**config.mk**
```make
export PLATFORM = sky130hd
export DESIGN_NAME = tdes_engine_flat
export DESIGN_NICKNAME = d
export VERILOG_FILES = /design/src/rtl/tdes_engine_pkg.sv /design/src/rtl/tdes_engine_if.sv /design/src/rtl/tdes_engine_des_round.sv /design/src/rtl/tdes_engine.sv /design/src/flat_wrapper.sv
export SDC_FILE = /design/constraint.sdc
export NUM_CORES = 1
export LEC_CHECK = 0
export BUFFER_PORTS_ARGS = -buffer_cell sky130_fd_sc_hd__buf_4
export CAP_MARGIN = 25
export CORE_ASPECT_RATIO = 2
export CORE_MARGIN = 3
export CORE_UTILIZATION = 35
export DETAILED_ROUTE_END_ITERATION = 6
export GPL_ROUTABILITY_DRIVEN = 0
export PLACE_DENSITY = 0.6
export SYNTH_ARGS = -nofsm -noshare
export SYNTH_HDL_FRONTEND = slang
export SYNTH_SLANG_ARGS = --single-unit
```
**constraint.sdc**
```tcl
create_clock -name HCLK -period 11.2 [get_ports HCLK]
set_input_delay 0.56 -clock HCLK [delete_from_list [all_inputs] [get_ports HCLK]]
set_output_delay 0.56 -clock HCLK [all_outputs]
set_load 0.01 [all_outputs]
```
**src/rtl/tdes_engine_pkg.sv**
```systemverilog
// Shared DES tables, FSM state type and permutation/rotation helpers for the
// iterative Triple-DES engine. Tables hold 1-based DES bit numbers, MSB first.
package tdes_pkg;

  typedef enum logic [1:0] {
    ST_IDLE    = 2'd0,
    ST_KEYLOAD = 2'd1,
    ST_ROUND   = 2'd2,
    ST_FINISH  = 2'd3
  } tdes_state_t;

  localparam logic [511:0] IP_T = 512'h3A322A221A120A02_3C342C241C140C04_3E362E261E160E06_4038302820181008_3931292119110901_3B332B231B130B03_3D352D251D150D05_3F372F271F170F07;
  localparam logic [511:0] FP_T = 512'h2808301038184020_27072F0F37173F1F_26062E0E36163E1E_25052D0D35153D1D_24042C0C34143C1C_23032B0B33133B1B_22022A0A32123A1A_2101290931113919;
  localparam logic [511:0] E_T = {384'h200102030405_040506070809_08090A0B0C0D_0C0D0E0F1011_101112131415_141516171819_18191A1B1C1D_1C1D1E1F2001, 128'd0};
  localparam logic [511:0] P_T = {256'h10071415_1D0C1C11_010F171A_05121F0A_0208180E_201B0309_130D1E06_160B0419, 256'd0};
  localparam logic [511:0] PC1_T = {448'h39312921191109_013A322A221A12_0A023B332B231B_130B033C342C24_3F372F271F170F_073E362E261E16_0E063D352D251D_150D051C140C04, 64'd0};
  localparam logic [511:0] PC2_T = {384'h0E110B180105_031C0F06150A_17130C041A08_10071B140D02_29341F252F37_1E28332D2130_2C3127382235_2E2A32241D20, 128'd0};

  // Bit r set means round r rotates by one position, otherwise by two.
  localparam logic [15:0] SHIFT_ONE = 16'h8103;

  // Each box: 64 nibbles, entry (row*16 + col) with entry 0 in the top nibble.
  localparam logic [255:0] S_BOX [8] = '{
    256'hE4D12FB83A6C5907_0F74E2D1A6CB9538_41E8D62BFC973A50_FC8249175B3EA06D,
    256'hF18E6B34972DC05A_3D47F28EC01A69B5_0E7BA4D158C6932F_D8A13F42B67C05E9,
    256'hA09E63F51DC7B428_D70934A6285ECBF1_D6498F30B12C5AE7_1AD069874FE3B52C,
    256'h7DE3069A1285BC4F_D8B56F03472C1AE9_A690CB7DF13E5284_3F06A1D8945BC72E,
    256'h2C417AB6853FD0E9_EB2C47D150FA3986_421BAD78F9C5630E_B8C71E2D6F09A453,
    256'hC1AF92680D34E75B_AF427C9561DE0B38_9EF528C3704A1DB6_432C95FABE17608D,
    256'h4B2EF08D3C975A61_D0B7491AE35C2F86_14BDC37EAF680592_6BD814A7950FE23C,
    256'hD2846FB1A93E50C7_1FD8A374C56B0E92_7B419CE206ADF358_21E74A8DFC90356B
  };

  // Output bits are shifted in MSB first; the result sits right-aligned.
  function automatic logic [63:0] permute(input logic [63:0] x, input logic [511:0] tbl,
                                          input int n_in, input int n_out);
    logic [63:0]  y;
    logic [511:0] tb;
    logic [7:0]   t;
    y  = 64'd0;
    tb = tbl;
    for (int i = 0; i < n_out; i++) begin
      t  = tb[511:504];
      tb = tb << 8;
      y  = {y[62:0], x[6'(n_in - int'(t))]};
    end
    return y;
  endfunction

  function automatic logic [63:0] ip(input logic [63:0] x);
    return permute(x, IP_T, 32'd64, 32'd64);
  endfunction

  function automatic logic [63:0] fp(input logic [63:0] x);
    return permute(x, FP_T, 32'd64, 32'd64);
  endfunction

  function automatic logic [55:0] pc1(input logic [63:0] k);
    return 56'(permute(k, PC1_T, 32'd64, 32'd56));
  endfunction

  function automatic logic [47:0] pc2(input logic [55:0] cd);
    return 48'(permute({8'd0, cd}, PC2_T, 32'd56, 32'd48));
  endfunction

  function automatic logic [47:0] e_exp(input logic [31:0] r);
    return 48'(permute({32'd0, r}, E_T, 32'd32, 32'd48));
  endfunction

  function automatic logic [31:0] p_perm(input logic [31:0] s);
    return 32'(permute({32'd0, s}, P_T, 32'd32, 32'd32));
  endfunction

  function automatic logic [3:0] sbox(input logic [255:0] tbl, input logic [5:0] b);
    logic [255:0] s;
    s = tbl << {b[5], b[0], b[4:1], 2'b00};
    return s[255:252];
  endfunction

  function automatic logic [27:0] rotl28(input logic [27:0] x, input logic [1:0] n);
    return (n == 2'd2) ? {x[25:0], x[27:26]} : {x[26:0], x[27]};
  endfunction

  function automatic logic [27:0] rotr28(input logic [27:0] x, input logic [1:0] n);
    return (n == 2'd2) ? {x[1:0], x[27:2]} : {x[0], x[27:1]};
  endfunction

endpackage

```
**src/rtl/tdes_engine_if.sv**
```systemverilog
// Request/result bundle between the AHB-Lite slave controller and the engine.
interface tdes_engine_if;
  logic        enable;
  logic        encryptionType;
  logic [63:0] data;
  logic [63:0] key1;
  logic [63:0] key2;
  logic [63:0] key3;
  logic        outputEnable;
  logic [63:0] outputData;
  logic        busy;

  modport master (
    output enable, encryptionType, data, key1, key2, key3,
    input  outputEnable, outputData, busy
  );

  modport slave (
    input  enable, encryptionType, data, key1, key2, key3,
    output outputEnable, outputData, busy
  );
endinterface

```
**src/rtl/tdes_engine_des_round.sv**
```systemverilog
// One combinational DES Feistel round: L' = R, R' = L ^ f(R, K).
module des_round
  import tdes_pkg::*;
(
  input  logic [31:0] l_i,
  input  logic [31:0] r_i,
  input  logic [47:0] k_i,
  output logic [31:0] l_o,
  output logic [31:0] r_o
);

  logic [47:0] x_s;
  logic [47:0] xt_s;
  logic [31:0] s_s;

  // Expansion, key mix and the eight S-box lookups, six bits at a time from the top.
  always_comb begin
    x_s  = e_exp(r_i) ^ k_i;
    xt_s = x_s;
    s_s  = 32'd0;
    for (int i = 0; i < 8; i++) begin
      s_s  = {s_s[27:0], sbox(S_BOX[i], xt_s[47:42])};
      xt_s = xt_s << 6;
    end
  end

  assign l_o = r_i;
  assign r_o = l_i ^ p_perm(s_s);

endmodule

```
**src/rtl/tdes_engine.sv**
```systemverilog
// Iterative Triple-DES engine: one Feistel round per clock, three passes per
// block (E-D-E to encrypt, D-E-D to decrypt), 54-cycle fixed latency.
module tdes_engine
  import tdes_pkg::*;
(
  input  logic         HCLK,
  input  logic         HRESET,
  tdes_engine_if.slave bus
);

  tdes_state_t state_q, state_d;
  logic [1:0]  pass_q, pass_d;
  logic [3:0]  round_q, round_d;
  logic        mode_q, mode_d;
  logic [63:0] block_q, block_d;
  logic [63:0] key1_q, key1_d, key2_q, key2_d, key3_q, key3_d;
  logic [55:0] cd_q, cd_d;
  logic [31:0] l_q, l_d, r_q, r_d;
  logic [63:0] out_data_q, out_data_d;
  logic        out_en_q, out_en_d;
  logic        busy_q, busy_d;

  logic        pass_dec_s;
  logic [3:0]  sh_idx_s;
  logic [1:0]  amt_s;
  logic [55:0] cd_rot_s;
  logic [63:0] key_sel_s;
  logic [31:0] l_next_s, r_next_s;

  // Middle pass runs opposite to the outer passes; decrypt mode starts with D.
  assign pass_dec_s = mode_q ? (pass_q == 2'd1) : (pass_q != 2'd1);
  // Decryption walks the schedule backwards: round r undoes shift (16 - r) mod 16.
  assign sh_idx_s   = pass_dec_s ? (4'd0 - round_q) : round_q;

  // Pass key mux and per-round C/D rotation.
  always_comb begin
    amt_s = SHIFT_ONE[sh_idx_s] ? 2'd1 : 2'd2;
    case ({mode_q, pass_q})
      3'b1_00: key_sel_s = key1_q;
      3'b1_10: key_sel_s = key3_q;
      3'b0_00: key_sel_s = key3_q;
      3'b0_10: key_sel_s = key1_q;
      default: key_sel_s = key2_q;
    endcase
    if (!pass_dec_s) begin
      cd_rot_s = {rotl28(cd_q[55:28], amt_s), rotl28(cd_q[27:0], amt_s)};
    end else if (round_q == 4'd0) begin
      cd_rot_s = cd_q;
    end else begin
      cd_rot_s = {rotr28(cd_q[55:28], amt_s), rotr28(cd_q[27:0], amt_s)};
    end
  end

  des_round u_round (
    .l_i (l_q),
    .r_i (r_q),
    .k_i (pc2(cd_rot_s)),
    .l_o (l_next_s),
    .r_o (r_next_s)
  );

  // Next-state and datapath control.
  always_comb begin
    state_d    = state_q;
    pass_d     = pass_q;
    round_d    = round_q;
    mode_d     = mode_q;
    block_d    = block_q;
    key1_d     = key1_q;
    key2_d     = key2_q;
    key3_d     = key3_q;
    cd_d       = cd_q;
    l_d        = l_q;
    r_d        = r_q;
    out_data_d = out_data_q;
    out_en_d   = out_en_q;
    busy_d     = busy_q;
    case (state_q)
      ST_IDLE: begin
        if (bus.enable) begin
          block_d  = bus.data;
          key1_d   = bus.key1;
          key2_d   = bus.key2;
          key3_d   = bus.key3;
          mode_d   = bus.encryptionType;
          out_en_d = 1'b0;
          busy_d   = 1'b1;
          pass_d   = 2'd0;
          state_d  = ST_KEYLOAD;
        end else begin
          state_d  = ST_IDLE;
        end
      end
      ST_KEYLOAD: begin
        cd_d       = pc1(key_sel_s);
        {l_d, r_d} = ip(block_q);
        round_d    = 4'd0;
        state_d    = ST_ROUND;
      end
      ST_ROUND: begin
        cd_d    = cd_rot_s;
        l_d     = l_next_s;
        r_d     = r_next_s;
        round_d = round_q + 4'd1;
        if (round_q == 4'd15) begin
          state_d = ST_FINISH;
        end else begin
          state_d = ST_ROUND;
        end
      end
      ST_FINISH: begin
        block_d = fp({r_q, l_q});
        if (pass_q != 2'd2) begin
          pass_d  = pass_q + 2'd1;
          state_d = ST_KEYLOAD;
        end else begin
          out_data_d = fp({r_q, l_q});
          out_en_d   = 1'b1;
          busy_d     = 1'b0;
          state_d    = ST_IDLE;
        end
      end
      default: begin
        state_d = ST_IDLE;
      end
    endcase
  end

  // State registers; reset clears everything including the in-flight block.
  always_ff @(posedge HCLK) begin
    if (HRESET) begin
      state_q    <= ST_IDLE;
      pass_q     <= 2'd0;
      round_q    <= 4'd0;
      mode_q     <= 1'b0;
      block_q    <= 64'd0;
      key1_q     <= 64'd0;
      key2_q     <= 64'd0;
      key3_q     <= 64'd0;
      cd_q       <= 56'd0;
      l_q        <= 32'd0;
      r_q        <= 32'd0;
      out_data_q <= 64'd0;
      out_en_q   <= 1'b0;
      busy_q     <= 1'b0;
    end else begin
      state_q    <= state_d;
      pass_q     <= pass_d;
      round_q    <= round_d;
      mode_q     <= mode_d;
      block_q    <= block_d;
      key1_q     <= key1_d;
      key2_q     <= key2_d;
      key3_q     <= key3_d;
      cd_q       <= cd_d;
      l_q        <= l_d;
      r_q        <= r_d;
      out_data_q <= out_data_d;
      out_en_q   <= out_en_d;
      busy_q     <= busy_d;
    end
  end

  assign bus.outputEnable = out_en_q;
  assign bus.outputData   = out_data_q;
  assign bus.busy         = busy_q;

endmodule
```
**src/flat_wrapper.sv**
```systemverilog
// flat-port wrapper written by rule: the top's interface ports become plain ports
module tdes_engine_flat import tdes_pkg::*;
  (HCLK, HRESET, bus_enable, bus_encryptionType, bus_data, bus_key1, bus_key2, bus_key3, bus_outputEnable, bus_outputData, bus_busy);
  tdes_engine_if bus_i ();
  input  logic HCLK;
  input  logic HRESET;
  input wire logic [$bits(bus_i.enable)-1:0] bus_enable;
  input wire logic [$bits(bus_i.encryptionType)-1:0] bus_encryptionType;
  input wire logic [$bits(bus_i.data)-1:0] bus_data;
  input wire logic [$bits(bus_i.key1)-1:0] bus_key1;
  input wire logic [$bits(bus_i.key2)-1:0] bus_key2;
  input wire logic [$bits(bus_i.key3)-1:0] bus_key3;
  output wire logic [$bits(bus_i.outputEnable)-1:0] bus_outputEnable;
  output wire logic [$bits(bus_i.outputData)-1:0] bus_outputData;
  output wire logic [$bits(bus_i.busy)-1:0] bus_busy;
  assign bus_i.enable = bus_enable;
  assign bus_i.encryptionType = bus_encryptionType;
  assign bus_i.data = bus_data;
  assign bus_i.key1 = bus_key1;
  assign bus_i.key2 = bus_key2;
  assign bus_i.key3 = bus_key3;
  assign bus_outputEnable = bus_i.outputEnable;
  assign bus_outputData = bus_i.outputData;
  assign bus_busy = bus_i.busy;
  tdes_engine u_core (.HCLK(HCLK), .HRESET(HRESET), .bus(bus_i));
endmodule
```
=== Word-level counts from Yosys, hierarchy flattened ===
Memories as Yosys holds them, arrays and structs flattened.
Index checks and enable logic that the tools add are counted.

* Add/sub/neg operators: 3
* $lt $le $gt $ge: 1
* Equal/unequal tests: 15
* Shift operators: 8
* Mux-type cells: 30
* Bitwise logic cells: 3
* Reduce and logical (&&, ||, !) cells: 13

{| class="wikitable"
|+ Operators with widths
! cell !! count
|-
| $shl A256 B8 Y256 const A || 5
|-
| $shl A255 B8 Y256 const A || 2
|-
| $pmux W32 S2 || 4
|-
| $shl A254 B8 Y256 const A || 1
|-
| $mux W28 || 4
|-
| $mux W56 || 2
|-
| $pmux W56 S2 || 1
|-
| $xor A48 B48 Y48 || 1
|-
| $mux W32 || 1
|-
| $xor A32 B32 Y32 || 1
|-
| $mux W1 || 9
|-
| $pmux W2 S4 || 1
|-
| $pmux W4 S2 || 1
|-
| $reduce_and A2 Y1 || 4
|-
| $eq A2 B2 Y1 const B || 3
|-
| $eq A3 B3 Y1 const B || 2
|-
| $mux W2 || 3
|-
| $ne A2 B2 Y1 const B || 3
|-
| $reduce_and A3 Y1 || 2
|-
| $lt A4 B5 Y1 const B || 1
|-
| $add A4 B1 Y4 const B || 1
|-
| $eq A2 B1 Y1 const B || 2
|-
| $eq A4 B4 Y1 const B || 1
|-
| $logic_not A4 Y1 || 1
|-
| 13 further kinds || 17
|}

* Bits in registers: 291
* ROM bits: 16
* Input bits: 260
* Output and inout port bits: 66
* Logic and storage cells: 89
* Memories: 1

{| class="wikitable"
|+ Memory list
! name !! words !! width !! rd ports !! clocked after memory_dff !! wr ports !! RTL line !! source
|-
| (name not given) || 16 || 1 || 1 || 0 || 0 || tdes_engine.sv:37 || <nowiki>amt_s = SHIFT_ONE[sh_idx_s] ? 2'd1 : 2'd2;</nowiki>
|}

=== Logic depth before layout (Yosys ltp) ===
* Word-level depth: 14
* Depth in mapped cells: 23
* Mapped depth without buffers: 19

=== Modules after synthesis ===
From an unflattened synthesis, not the netlist that was laid out.

* Cell total of the unflattened synthesis: 2306
* Area total of the unflattened synthesis: 18353.9 sq um

{| class="wikitable"
|+ Modules (own cells, without submodules)
! module !! instances !! cells an instance !! area an instance (sq um) !! sequential area each (sq um)
|-
| tdes_engine || 1 || 1555 || 12782.3 || 5585.4
|-
| des_round || 1 || 751 || 5571.6 || 0.0
|}

=== Worst setup path after synthesis ===
Ideal clock, no wire load.

* Path type: register -> register
* Start point: register u_core.pass_q[1]
* End point: register u_core.r_q[0]
* Setup time: 0.116 ns
* Arrival time: 4.499 ns
* Required time: 11.084 ns
* Slack: 6.585 ns
* Cell stages (with the launch flop): 21
* Buffers on the path: 4
* Clock period less this slack: 4.615 ns
* Cells stage by stage: dfxtp_1 > inv_1 > ha_1 > xnor2_1 > buf_2 > buf_1 > clkbuf_1 > buf_2 > o21ai_0 > a31oi_1 > a21oi_1 > xnor2_1 > inv_1 > ha_1 > nor2b_1 > o22ai_1 > or3b_1 > or3_1 > and2_1 > a211o_1 > a31o_2

* Longest elaborated chain between the ends: 14
* Elaborated cells between the ends (all ways): 16
* Classes of those cells: eq/ne: 3; shift: 1; mux: 9; bitwise: 2; memory: 1

{| class="wikitable"
|+ RTL lines
! item !! RTL line !! source
|-
| start: declaration || tdes_engine.sv:12 || <nowiki>logic [1:0] pass_q, pass_d;</nowiki>
|-
| start signal: assignment || tdes_engine.sv:148 || <nowiki>pass_q <= pass_d;</nowiki>
|-
| $ne A2 B1 Y1 / $eq A2 B1 Y1 (equally long branches) || tdes_engine.sv:31 || <nowiki>assign pass_dec_s = mode_q ? (pass_q == 2'd1) : (pass_q != 2'd1);</nowiki>
|-
| $mux W1 (*) || tdes_engine.sv:31 ||
|-
| $mux W4 || tdes_engine.sv:33 || <nowiki>assign sh_idx_s = pass_dec_s ? (4'd0 - round_q) : round_q;</nowiki>
|-
| $mem_v2 Z16 W1 || - ||
|-
| $mux W1 (not written as such) || tdes_engine.sv:37 ||
|-
| $mux W2 || tdes_engine.sv:37 ||
|-
| $eq A2 B2 Y1 || tdes_engine_pkg.sv:81, tdes_engine_pkg.sv:85 ||
|-
| $mux W28 || tdes_engine_pkg.sv:85 || <nowiki>return (n == 2'd2) ? {x[1:0], x[27:2]} : {x[0], x[27:1]};</nowiki>
|-
| $mux W56 || tdes_engine.sv:47 || <nowiki>end else if (round_q == 4'd0) begin</nowiki>
|-
| $mux W56 (*) || tdes_engine.sv:45 || <nowiki>if (!pass_dec_s) begin</nowiki>
|-
| $xor A48 B48 Y48 (*) || tdes_engine_des_round.sv:18 || <nowiki>x_s = e_exp(r_i) ^ k_i;</nowiki>
|-
| $shl A255 B8 Y256 (*) || tdes_engine_pkg.sv:76 || <nowiki>s = tbl << {b[5], b[0], b[4:1], 2'b00};</nowiki>
|-
| $xor A32 B32 Y32 (*) || tdes_engine_des_round.sv:28 || <nowiki>assign r_o = l_i ^ p_perm(s_s);</nowiki>
|-
| $pmux W32 S2 (*) || tdes_engine.sv:78 || <nowiki>case (state_q)</nowiki>
|-
| end signal: assignment || tdes_engine.sv:157 || <nowiki>r_q <= r_d;</nowiki>
|-
| end: declaration || tdes_engine.sv:18 || <nowiki>logic [31:0] l_q, l_d, r_q, r_d;</nowiki>
|}

Every way passes the cells marked *; elsewhere a longest branch is shown, timed or not. The select of a mux whose other input is x is not followed.
A chain may end at the register's enable or synchronous reset.

=== Final worst setup path ===
Same ends and word-level chain as after synthesis.

==> flow_summary_export.csv <==
group,metric,value,unit
outcome,status,"finished with violations",
outcome,failed_checks,"design-rule violations",
grt,grt_pass1_wl,86800,um
final_layout,final_cell_mix,"nand2_1 (403), a21oi_1 (331), dfxtp_1 (279), buf_4 (183), nor2_1 (174)",
clock_tree,numCtsBuffers,28,
final_layout,fill_cells,4792,
routing,first_pass_iters,7,
critical_path,end_kind,"flip-flop",
job,max-cap-violations,0,
pwr,peakVddDrop,0.132,mV
yosys,synth-seq-cells,279,
clock_tree,cts_htree_levels,1,
final_layout,syn_to_final_growth,13.7,%
yosys,synth_edf_count,0,
clock_tree,cts_root_buffer,"clkbuf_16",
pwr,p_total,0.00417,W
critical_path,crit_path_start,"u_core.pass_q[1]",
critical_path,worstPathArrival,6580,ps
critical_path,r2r_slack,5090,ps
timing,hold_viol,0,
grt,grt_max_degree,103,
clock_tree,clk_latency,590,ps
floorplanning,die_h,313,um
routing,vias,16400,
routing,drc,2,
critical_path,crit_buf_inv,5,
yosys,synth_top_cell_by_area,"dfxtp_1",
critical_path,ff2ff_path_depth,21,
floorplanning,die_area,49900,sq um
pwr,p_leak,6.68,nW
placed_design,hpwlAfterDp,40700,um
critical_path,critPathMaxFanout,84,
timing,finalSetupViolations,0,
grt,grt_usage,21.3,%
critical_path,cpPeakStageDelay,760,ps
grt,grt-ovfl-total,0,
pwr,p_per_area,222,nW/um^2
yosys,ys_types,99,
final_layout,layout_commonest_cell,"nand2_1",
final_layout,finalInstanceArea,18800,sq um
yosys,yosysSeqAreaShare,33.8,%
grt,grt_util_met1,22.5,%
timing,slew_violations,0,
clock_tree,cts_buffer_depth,3,
timing,min_period_over_period,54.6,%
timing,fmax,164,MHz
critical_path,crit_chain,"inv_1 > ha_1 > xnor2_2 > buf_4 > a41oi_1 > nand4b_2 > buf_4 > nand2_1 > buf_4 > o21ai_1 > a21oi_1 > xnor2_1 > inv_1 > ha_1 > nor2b_1 > o22ai_1 > or3b_1 > or3_1 > and2_1 > a211o_1 > a31o_2",
floorplanning,start_util,35.4,%
final_layout,final_util,40.2,%
grt,busiest_layer,"met2",
clock_tree,cts_setup_buffers,0,
critical_path,crit_family,"buffers and inverters",
final_layout,antenna_cells,0,
yosys,syn_avg_cell_area,7.55,sq um
routing,drt-total-wl,56000,um
yosys,synthTopCellsByArea,"dfxtp_1 (34%), a21oi_1 (10%), nand2_1 (9.2%), mux2i_1 (4.1%), nor2_1 (4.0%)",
yosys,ys_warn_count,0,
critical_path,critPathKind,"flip-flop to flip-flop",
final_layout,layout.nets,2522,
timing,maxSlewHeadroom,26.4,%
routing,wl_per_cell,19.5,um
grt,grt_use_met3,2.29,%
critical_path,cp.depth,21,
floorplanning,row_count,112,
clock_tree,clkTransAtPathRegs,70,ps
timing,finalSetupTns,0,ps
critical_path,r2r-start,"u_core.pass_q[1]",
clock_tree,hold_buffers,0,
clock_tree,cts_resized,0,
yosys,synthArstFlopShare,0,%
grt,grt_pass1_vias,15600,
yosys,synth_top_area_share,33.8,%
final_layout,drive_above_1_share,14.2,%
timing,rsz0062_at_grt,"false",
critical_path,required,11660,ps
worst_hold_path,hp-class,"primary input to flip-flop",
clock_tree,cts_tree,"yes",
clock_tree,clock-sinks,279,
placed_design,io_buffers,153,
yosys,netlist_area,16500,sq um
floorplanning,io_pins,326,
routing,drtIter0Drc,1162,
timing,period_needed,6110,ps
grt,antenna_found_initial,1,
yosys,syn_inst,2187,
critical_path,worstSetupEndpoint,"u_core.r_q[0]",
routing,drtAntennaViolNets,0,
floorplanning,die_w,160,um
grt,use_met2,40.0,%
routing,via_per_inst,5.71,
critical_path,cp_common_cell,"buf_4",
floorplanning,design.core.area,46700,sq um
yosys,synthFlopType,"dfxtp_1",
critical_path,rr_endpoint,"u_core.r_q[0]",
critical_path,slowest_stage,"xnor2_1",
critical_path,critPathLaunchType,"flip-flop",
placed_design,placed_cell_area,17800,sq um
timing,final.setup_skew,18.6,ps
timing,worstMarginPinSlew,1100,ps
==> area by class of cell <==
| cell class | count | area, sq um | area share, % |
|---|---|---|---|
| well taps | 627 | 785 | 4.18 |
| repair buffers | 186 | 1430 | 7.62 |
| clock buffers | 35 | 777 | 4.14 |
| inverters | 34 | 130 | 0.693 |
| flip-flops and latches | 279 | 5590 | 29.8 |
| multi-input cells | 1693 | 9940 | 53.0 |
| clock inverters | 16 | 124 | 0.660 |
==> cells by family after synthesis <==
logic type	count (synthesis)	synth area share, %
fa+ha+maj	40	3.03
mux	79	5.25
buf+inv	246	6.94
other cells	1	0.0227
flops	279	33.8
simple gates	788	20.8
compound gates	701	26.7
xor+xnor	53	3.35
==> stage by stage <==
step | setup slack (ps) | cells | hold slack [ps]
after floorplan | 6580 | 2218 | 426
after detailed placement | 5150 | 2818 | 437
after CTS | 5100 | 2869 | 191
final | 5090 | 2870 | 218
after global routing | 4620 | 2870 | 209
after global placement | 5230 | 2816 | 433
==> flip-flops by register name, indices dropped and copies added (netlist names), 28 cells and up <==
signal,count
u_core.cd_q,56
u_core.block_q,32
u_core.bus.outputData,32
u_core.l_q,32
u_core.r_q,32
u_core.key1_q,28
u_core.key2_q,28
u_core.key3_q,28
==> worst min-delay path, stage by stage <==
cell	delay [ps]
buf_4	110
nand2_1	40
a21oi_1	50
==> metal layers <==
| metal | vias up | wire length [um] | share of wire, % |
|---|---|---|---|
| met2 | 636 | 29000 | 52 |
| li1 | 7810 | - | - |
| met4 | 0 | 4020 | 7.2 |
| met5 | - | 0 | 0 |
| met1 | 7792 | 20200 | 36 |
| met3 | 160 | 2820 | 5.0 |
==> synthesized netlist by cell type (all sizes together) (6+ instances only) <==
master / n
a2111oi: 7
a211o: 8
a211oi: 62
a21o: 10
a21oi: 335
a221oi: 30
a222oi: 13
a22oi: 21
a31oi: 30
and2: 9
and3: 14
buf: 84
clkbuf: 128
dfxtp: 279
ha: 40
inv: 34
mux2: 7
mux2i: 67
nand2: 407
nand2b: 6
nand3: 69
nand4: 13
nor2: 186
nor2b: 7
nor3: 35
o211ai: 16
o21ai: 94
o22ai: 13
o311ai: 8
or3: 17
xnor2: 33
xor2: 19
==> power by group <==
group | switching, W | total (W) | internal, W
clock | 0.000438 | 0.000936 | 0.000498
sequential | 0.000158 | 0.00129 | 0.00113
combinational | 0.00126 | 0.00195 | 0.000688
==> how the worst min path moves through the flow <==
stage,startpoint,endpoint,cells after the start
2_1_floorplan,u_core.r_q[28],u_core.r_q[28],2
3_3_place_gp,u_core.r_q[25],u_core.r_q[25],2
3_5_place_dp,u_core.r_q[25],u_core.r_q[25],2
4_1_cts,bus_key3[9],u_core.key3_q[9],3
5_1_grt,bus_key1[9],u_core.key1_q[9],3
6_report,bus_key3[9],u_core.key3_q[9],3
(Power assumes the default switching activity.)
